$ cat config.mk
export PLATFORM = sky130hd
export DESIGN_NAME = seq_shifter
export DESIGN_NICKNAME = d
export VERILOG_FILES = /design/src/rtl/shifter_pkg.sv /design/src/rtl/shift_step.sv /design/src/rtl/seq_shifter.sv
export SDC_FILE = /design/constraint.sdc
export NUM_CORES = 1
export LEC_CHECK = 0
export BUFFER_PORTS_ARGS = -buffer_cell sky130_fd_sc_hd__buf_4
export CORE_MARGIN = 4
export CORE_UTILIZATION = 40
export CTS_BUF_LIST = sky130_fd_sc_hd__clkbuf_4
export CTS_CLUSTER_DIAMETER = 60
export DETAILED_ROUTE_END_ITERATION = 8
export MAX_ROUTING_LAYER = met4
export PLACE_DENSITY_LB_ADDON = 0.12
export SYNTH_ARGS = -nofsm -noshare
export SYNTH_HDL_FRONTEND = slang
export SYNTH_SLANG_ARGS = --single-unit
$ cat constraint.sdc
create_clock -name CLK -period 4.2 [get_ports CLK]
set_clock_uncertainty 0.05 [all_clocks]
set_input_delay 0.42 -clock CLK [delete_from_list [all_inputs] [get_ports CLK]]
set_output_delay 0.42 -clock CLK [all_outputs]
set_load 0.02 [all_outputs]
$ cat src/rtl/shifter_pkg.sv
// Shared definitions for the sequential shifter.
//   mode_e  : operation codes carried on MODE (SLL, SRL, SRA, ROL)
//   state_e : control FSM encodings (IDLE, SHIFT, FIN)
package shifter_pkg;

    typedef enum logic [1:0] {
        MODE_SLL = 2'b00,
        MODE_SRL = 2'b01,
        MODE_SRA = 2'b10,
        MODE_ROL = 2'b11
    } mode_e;

    typedef enum logic [1:0] {
        ST_IDLE  = 2'b00,
        ST_SHIFT = 2'b01,
        ST_FIN   = 2'b10
    } state_e;

endpackage

$ cat src/rtl/shift_step.sv
// Combinational single-step shifter: moves a WIDTH-bit word by k bits in
// the selected mode and reports the last bit pushed out of the word.
//   data    : word to shift
//   mode    : SLL / SRL / SRA / ROL
//   k       : distance for this step (0 leaves data unchanged, out_bit=0)
//   result  : shifted word, truncated to WIDTH bits
//   out_bit : final bit shifted/rotated out (MSB side for SLL/ROL,
//             LSB side for SRL/SRA)
module shift_step
    import shifter_pkg::*;
#(
    parameter int WIDTH = 16
) (
    input  logic [WIDTH-1:0]         data,
    input  mode_e                    mode,
    input  logic [$clog2(WIDTH)-1:0] k,
    output logic [WIDTH-1:0]         result,
    output logic                     out_bit
);

    localparam int AW = $clog2(WIDTH);

    // One guard bit on the exit side catches the last bit shifted out;
    // with k=0 the guard stays 0, which gives out_bit=0 for free.
    logic [WIDTH:0]        left_ext;
    logic [WIDTH:0]        right_ext;
    logic signed [WIDTH:0] sra_ext;
    logic [WIDTH-1:0]      rol_word;
    logic [AW:0]           rot_back;

    always_comb begin
        left_ext  = {1'b0, data} << k;
        right_ext = {data, 1'b0} >> k;
        sra_ext   = $signed({data, 1'b0}) >>> k;
        // For k=0 the wrap term shifts by WIDTH and vanishes.
        rot_back  = (AW+1)'(WIDTH) - {1'b0, k};
        rol_word  = (data << k) | (data >> rot_back);

        result  = data;
        out_bit = 1'b0;
        unique case (mode)
            MODE_SLL: begin
                result  = left_ext[WIDTH-1:0];
                out_bit = left_ext[WIDTH];
            end
            MODE_SRL: begin
                result  = right_ext[WIDTH:1];
                out_bit = right_ext[0];
            end
            MODE_SRA: begin
                result  = sra_ext[WIDTH:1];
                out_bit = sra_ext[0];
            end
            MODE_ROL: begin
                // Last bit rotated out of the MSB lands in bit 0.
                result  = rol_word;
                out_bit = (k != '0) && rol_word[0];
            end
        endcase
    end

endmodule

$ cat src/rtl/seq_shifter.sv
// Multi-cycle barrel-less shifter: applies up to STEP bits of shift per
// clock until AMOUNT bits have been consumed.
//   CLK, RST_N : clock, asynchronous active-low reset
//   START      : request, accepted in IDLE or FIN
//   MODE       : 00 SLL, 01 SRL, 10 SRA, 11 ROL
//   AMOUNT     : shift distance 0..WIDTH-1
//   INPUT      : operand
//   BUSY       : high while shifting (SHIFT state)
//   DONE       : one-cycle pulse, OUTPUT/CARRY final
//   OUTPUT     : working/result register, held until the next accept
//   CARRY      : last bit shifted out, 0 for AMOUNT=0
module seq_shifter
    import shifter_pkg::*;
#(
    parameter int WIDTH = 16,
    parameter int STEP  = 1
) (
    input  logic                     CLK,
    input  logic                     RST_N,
    input  logic                     START,
    input  logic [1:0]               MODE,
    input  logic [$clog2(WIDTH)-1:0] AMOUNT,
    input  logic [WIDTH-1:0]         INPUT,
    output logic                     BUSY,
    output logic                     DONE,
    output logic [WIDTH-1:0]         OUTPUT,
    output logic                     CARRY
);

    localparam int          AW     = $clog2(WIDTH);
    // STEP may equal WIDTH, which does not fit in AW bits.
    localparam logic [AW:0] STEP_W = (AW+1)'(STEP);

    state_e          state, state_next;
    mode_e           mode_q;
    logic [AW-1:0]   remaining;
    logic [AW-1:0]   k;
    logic            last_step;
    logic            accept;
    logic [WIDTH-1:0] step_result;
    logic            step_out;

    // min(STEP, remaining); the STEP branch is only taken when STEP fits.
    assign k         = ({1'b0, remaining} < STEP_W) ? remaining : STEP_W[AW-1:0];
    assign last_step = ({1'b0, remaining} <= STEP_W);
    assign accept    = START && ((state == ST_IDLE) || (state == ST_FIN));

    assign BUSY = (state == ST_SHIFT);
    assign DONE = (state == ST_FIN);

    shift_step #(
        .WIDTH (WIDTH)
    ) u_step (
        .data    (OUTPUT),
        .mode    (mode_q),
        .k       (k),
        .result  (step_result),
        .out_bit (step_out)
    );

    always_ff @(posedge CLK or negedge RST_N) begin
        if (!RST_N) state <= ST_IDLE;
        else        state <= state_next;
    end

    always_comb begin
        state_next = state;
        unique case (state)
            ST_IDLE: begin
                if (accept) state_next = (AMOUNT == '0) ? ST_FIN : ST_SHIFT;
            end
            ST_SHIFT: begin
                if (last_step) state_next = ST_FIN;
            end
            ST_FIN: begin
                if (accept) state_next = (AMOUNT == '0) ? ST_FIN : ST_SHIFT;
                else        state_next = ST_IDLE;
            end
            default: state_next = ST_IDLE;
        endcase
    end

    // OUTPUT doubles as the working register: it only moves on accept and
    // on SHIFT edges, so it is final and stable whenever DONE is high.
    always_ff @(posedge CLK or negedge RST_N) begin
        if (!RST_N) begin
            OUTPUT    <= '0;
            CARRY     <= 1'b0;
            mode_q    <= MODE_SLL;
            remaining <= '0;
        end else if (accept) begin
            OUTPUT    <= INPUT;
            CARRY     <= 1'b0;
            mode_q    <= mode_e'(MODE);
            remaining <= AMOUNT;
        end else if (state == ST_SHIFT) begin
            OUTPUT    <= step_result;
            CARRY     <= step_out;
            remaining <= remaining - k;
        end
    end

endmodule

Yosys cells after proc, flatten, opt, wreduce, memory -nomap -nowiden:

Index checks and enable logic that the tools add are counted.

* bits in registers: 25
* input bits: 25
* word-level logic and storage cells: 45
* output and inout port bits: 19

* equal/unequal tests: 7
* bitwise gates (word level): 1
* shift operators: 5
* reduce and logical (&&, ||, !) cells: 9
* $add $sub $neg: 2
* magnitude comparators: 2
* multiplexer cells: 14

Operator list (count)
* one-hot mux 16 bit (4 select lines): 1
* 2-to-1 mux 16 bit: 2
* << shifter 16 x 4 -> 17 bit: 1
* >> shifter 17 x 4 -> 17 bit: 1
* >>> shifter 17 x 4 -> 17 bit: 1
* bitwise OR 16 bit: 1
* << shifter 16 x 4 -> 16 bit: 1
* >> shifter 16 x 5 -> 16 bit: 1
* 2-to-1 mux 4 bit: 3
* 2-to-1 mux 2 bit: 4
* == test 2 bit, second input constant: 3
* one-hot mux 2 bit (3 select lines): 1
* subtractor 5 x 4 -> 5 bit, first input constant: 1
* == test 2 x 1 -> 1 bit, second input constant: 2
* less-or-equal comparator 4 x 1 -> 1 bit, second input constant: 1
* logical NOT 2 bit: 2
* logical NOT 4 bit: 1
* < comparator 4 x 1 -> 1 bit, second input constant: 1
* one-hot mux 1 bit (4 select lines): 1
* nonzero test 4 bit: 1
* subtractor 4 bit: 1
* logical AND 1 bit: 2
* 2-to-1 mux 1 bit: 2
* != test 2 x 1 -> 1 bit, second input constant: 1
* other kinds (4): 4

Logic depth before layout (Yosys ltp):

* depth in word-level cells: 9
* mapped depth: 10
* gate-level depth less buffers: 7

Cells and area by module:

Synthesis repeated with hierarchy kept, for this count alone.

* cells, all modules: 472
* area total of the unflattened synthesis: 4257.8 um^2

Modules (own cells, without submodules)
* shift_step: seq. area each 0.0 um^2, instances 1, cells an instance 355, area an instance 3076.7 um^2
* seq_shifter: seq. area each 625.6 um^2, instances 1, cells an instance 117, area an instance 1181.1 um^2

Worst setup path before layout:

No wires, ideal clock.

* kind: reg2reg
* start point: reg remaining[2]
* end point: reg OUTPUT[2]
* cell stages (with the launch flop): 11
* slack: 1544 ps
* library setup time: 126 ps
* arrival: 2480 ps
* data required time: 4024 ps
* path through: dfrtp_1 -> or4_4 -> buf_6 -> clkinv_4 -> buf_12 -> ha_1 -> buf_2 -> mux2_2 -> a221oi_2 -> a21oi_1 -> a221o_1

* word-level cells in the longest chain between the ends: 8

Ends and longest elaborated chain
* from (decl): line seq_shifter.sv:36 `logic [AW-1:0] remaining;`
* from (signal assigned): line seq_shifter.sv:99 `remaining <= remaining - k;`
* < comparator 4 x 1 -> 1 bit: line seq_shifter.sv:44 `assign k = ({1'b0, remaining} < STEP_W) ? remaining : STEP_W[AW-1:0];`
* 2-to-1 mux 4 bit (*): line seq_shifter.sv:44
* subtractor 5 x 4 -> 5 bit: line shift_step.sv:36 `rot_back = (AW+1)'(WIDTH) - {1'b0, k};`
* >> shifter 16 x 5 -> 16 bit: line shift_step.sv:37 `rol_word = (data << k) | (data >> rot_back);`
* bitwise OR 16 bit: line shift_step.sv:37
* one-hot mux 16 bit (4 select lines) (*): line shift_step.sv:41 `unique case (mode)`
* 2-to-1 mux 16 bit (*): line seq_shifter.sv:96 `end else if (state == ST_SHIFT) begin`
* 2-to-1 mux 16 bit (*): line seq_shifter.sv:91 `end else if (accept) begin`
* to (signal assigned): line seq_shifter.sv:97 `OUTPUT <= step_result;`
* to (decl): line seq_shifter.sv:26 `output logic [WIDTH-1:0] OUTPUT,`

Every way passes the cells marked *; elsewhere a longest branch is shown, timed or not. The select of a mux whose other input is x is not followed.
A chain may end at the register's enable or synchronous reset.

Final worst setup path:

* start point: reg remaining[2]
* end point: reg CARRY

* word-level cells in the longest chain between the ends: 9

Ends and longest elaborated chain
* < comparator 4 x 1 -> 1 bit: line seq_shifter.sv:44
* 2-to-1 mux 4 bit (*): line seq_shifter.sv:44
* subtractor 5 x 4 -> 5 bit: line shift_step.sv:36
* >> shifter 16 x 5 -> 16 bit: line shift_step.sv:37
* bitwise OR 16 bit: line shift_step.sv:37
* logical AND 1 bit: line shift_step.sv:57 `out_bit = (k != '0) && rol_word[0];`
* one-hot mux 1 bit (4 select lines) (*): line shift_step.sv:41
* 2-to-1 mux 1 bit (*): line seq_shifter.sv:96
* 2-to-1 mux 1 bit (*): line seq_shifter.sv:91
* to (signal assigned): line seq_shifter.sv:98 `CARRY <= step_out;`
* to (decl): line seq_shifter.sv:27 `output logic CARRY`

Marks and branches as above.

==> results.ini <==
[synthesis]
synth_top_area_cell=dfrtp_1
synthArstFlopShare_pct=100
ys_types=47
synth_edf_count=0
seq_area_frac_synth_pct=34.3
syn_area_mm2=0.00182
synth_area_leaders=dfrtp_1 34%, mux2i_1 9.9%, mux2_2 6.2%
netlist_instances=192
ys_warn_count=0
ys_seq_elements=25
synth_nets=219
synth.top_cell.area_share_pct=34.3
synth_ff_type=dfrtp_1
synth_area_per_cell_um2=9.49

[global_route]
antenna_found_initial=0
first_global_vias=1679
grt_pass1_wl_mm=8.36
grtUsageTotal_pct=19.7
overflow=0
grt_max_degree=32

[timing]
timing.fmax_ghz=0.334
drv_slew=0
setup_tns_ps=0
setup_viol=0
period_share_pct=71.3
fin_crit_ps=3000
slew_headroom_pct=53.0
hold_viol=0
grt_setup_unrepaired=no
tightest_slew_ps=706

[clocking]
clk_path_buf_depth=2
post_cts_resized=0
post_cts_buffers=0
cts_root_buf=clkbuf_4
cts_buffers=3
ctsHtreeMaxLevel=1
clock-sinks=25
clkTransAtPathRegs_ps=140
cts_tree=done
clk_latency_ps=310

[final_layout]
antenna_cells=0
drive_gt1_share_pct=30.8
areaGrowthSynthToFinish_pct=19.8
fill_cells=420
nets=255
instances_no_fill=279

[placement]
gp_congestion=0.855
io_buffers=43
dp_hpwl_mm=3.59
dpl.cell_count=274

[routing]
post_drt_via_cell_ratio=5.94
drc=0
ant_nets=0
vias=1658
first_pass_iters=4
drtIter0Drc=91
wl_mm=5.06
routedWlPerCell_um=18.1

[die]
fp.dieW_um=75.5
start_util_pct=41.6
die_h_um=75.5
dieArea_mm2=0.00570
rows=24
ios=44
core_area_mm2=0.00438

[pwr]
total_power_mw=2.06
power_density_mw_per_mm2=944
power_leakage_nw=1.00
ir_worst_vdd_mv=0.419

[worst_setup_path]
crit_fanout=26
setup.worst_path.start_class=register
critPathKind=register to register
arrival_ps=3170
cp.required_ps=4370
end_kind=register

[run]
drv_cap=0

[min_path]
holdCritPathClass=primary input to register

[outcome]
status=completed

==> state kept, by name, indices dropped and copies added, names as in the netlist <==
register,cells
state,2
mode_q,2
CARRY,1
OUTPUT,16
remaining,4
==> power breakdown <==
group | leakage (nW) | switching (mW) | internal (mW)
logic | 0.678 | 0.724 | 0.642
registers | 0.304 | 0.211 | 0.368
clock network | 0.0184 | 0.0726 | 0.0435
total | 1.00 | 1.01 | 1.05
==> per-stage QoR <==
| step | utilization, % | hold slack [ps] | setup WS [ps] | area, um2 |
|---|---|---|---|---|
| after floorplan | - | 74.4 | 1540 | 1820 |
| after global placement | 48.9 | 291 | 1320 | 2140 |
| after detailed placement | 48.9 | 294 | 1240 | 2140 |
| after CTS | 49.8 | 240 | 1240 | 2180 |
| after global routing | 49.8 | 240 | 1110 | 2180 |
| final | 49.8 | 246 | 1200 | 2180 |
==> cell families (layout without fill, tap and decap cells) <==
logic type               Yosys count  in the layout  synth area share (%)
multiplexers                      29             29                  17.3
buffers and inverters             20             55                  5.98
adder cells (fa/ha/maj)            2              2                  1.37
flip-flops                        25             25                  34.3
AND/OR/NAND/NOR                   49             49                  13.8
other                              1              1                 0.206
XOR/XNOR                           1              1                  1.51
AO/OA/AOI/OAI                     65             65                  25.5
==> cell usage after synthesis, types with 2 or more instances <==
library cell and count:
a211o_1 6, a211oi_1 9, a21oi_1 14, a221o_1 5, a22o_1 3, and3_1 2, buf_2 4, clkbuf_1 9
dfrtp_1 25, ha_1 2, inv_1 4, mux2_2 10, mux2i_1 18, nand2_1 15, nand2b_1 4, nand3_1 4
nor2_1 9, nor2b_1 4, nor3_1 3, nor4_1 2, o21ai_0 14
==> area by class of cell <==
cell class              count  area, um2  area share [%]
multi-input cells         147       1090            49.9
repair buffers             46        348            15.9
well taps                  52       65.1            2.98
flip-flops and latches     25        626            28.7
clock buffers               4       30.0            1.38
inverters                   5       23.8            1.09
==> path summary, 6_finish.rpt <==
kind / depth (start not counted) / from / slack (ps) / endpoint
setup / recovery: 7 / remaining[2] / 1200 / CARRY
hold / removal: 3 / MODE[0] / 250 / mode_q[0]
setup reg to reg: 7 / remaining[2] / 1200 / CARRY
hold reg to reg: 1 / CARRY / 500 / CARRY
max in group asynchronous: 2 / RST_N / 3370 / remaining[1]
min in group asynchronous: 2 / RST_N / 480 / mode_q[0]
==> routing by layer <==
metal  track usage (%)  vias up  part of all wire, %
met5                 -        -                    0
met3              2.64        4                  4.8
met4              3.30        0                 0.61
met1              27.5      800                   47
met2              31.0       55                   48
li1                  -      799                    -
==> critical path: stages, from the launching register on <==
cell      delay, ps
dfrtp_1         450
or4_4           700
clkinv_4        170
ha_1            420
mux2_2          360
mux2_2          280
a211o_1         290
a22o_1          180
==> what timing repair did <==
action,CTS,global route
setup endpoints to repair,0,0
hold buffers,1,0
hold endpoints to repair,25,0
==> placed cells by master, fill, tap and decap left out, drive strengths merged, types with 4 or more instances in the layout <==
cell / n
nand2: 15
a211o: 6
nor2: 10
dfrtp: 25
buf: 45
clkbuf: 4
a211oi: 9
inv: 4
nand3: 5
a21oi: 14
a221o: 5
nand2b: 4
mux2: 10
o21ai: 14
mux2i: 18
nor2b: 4
Power figures use the tool's default switching activity.
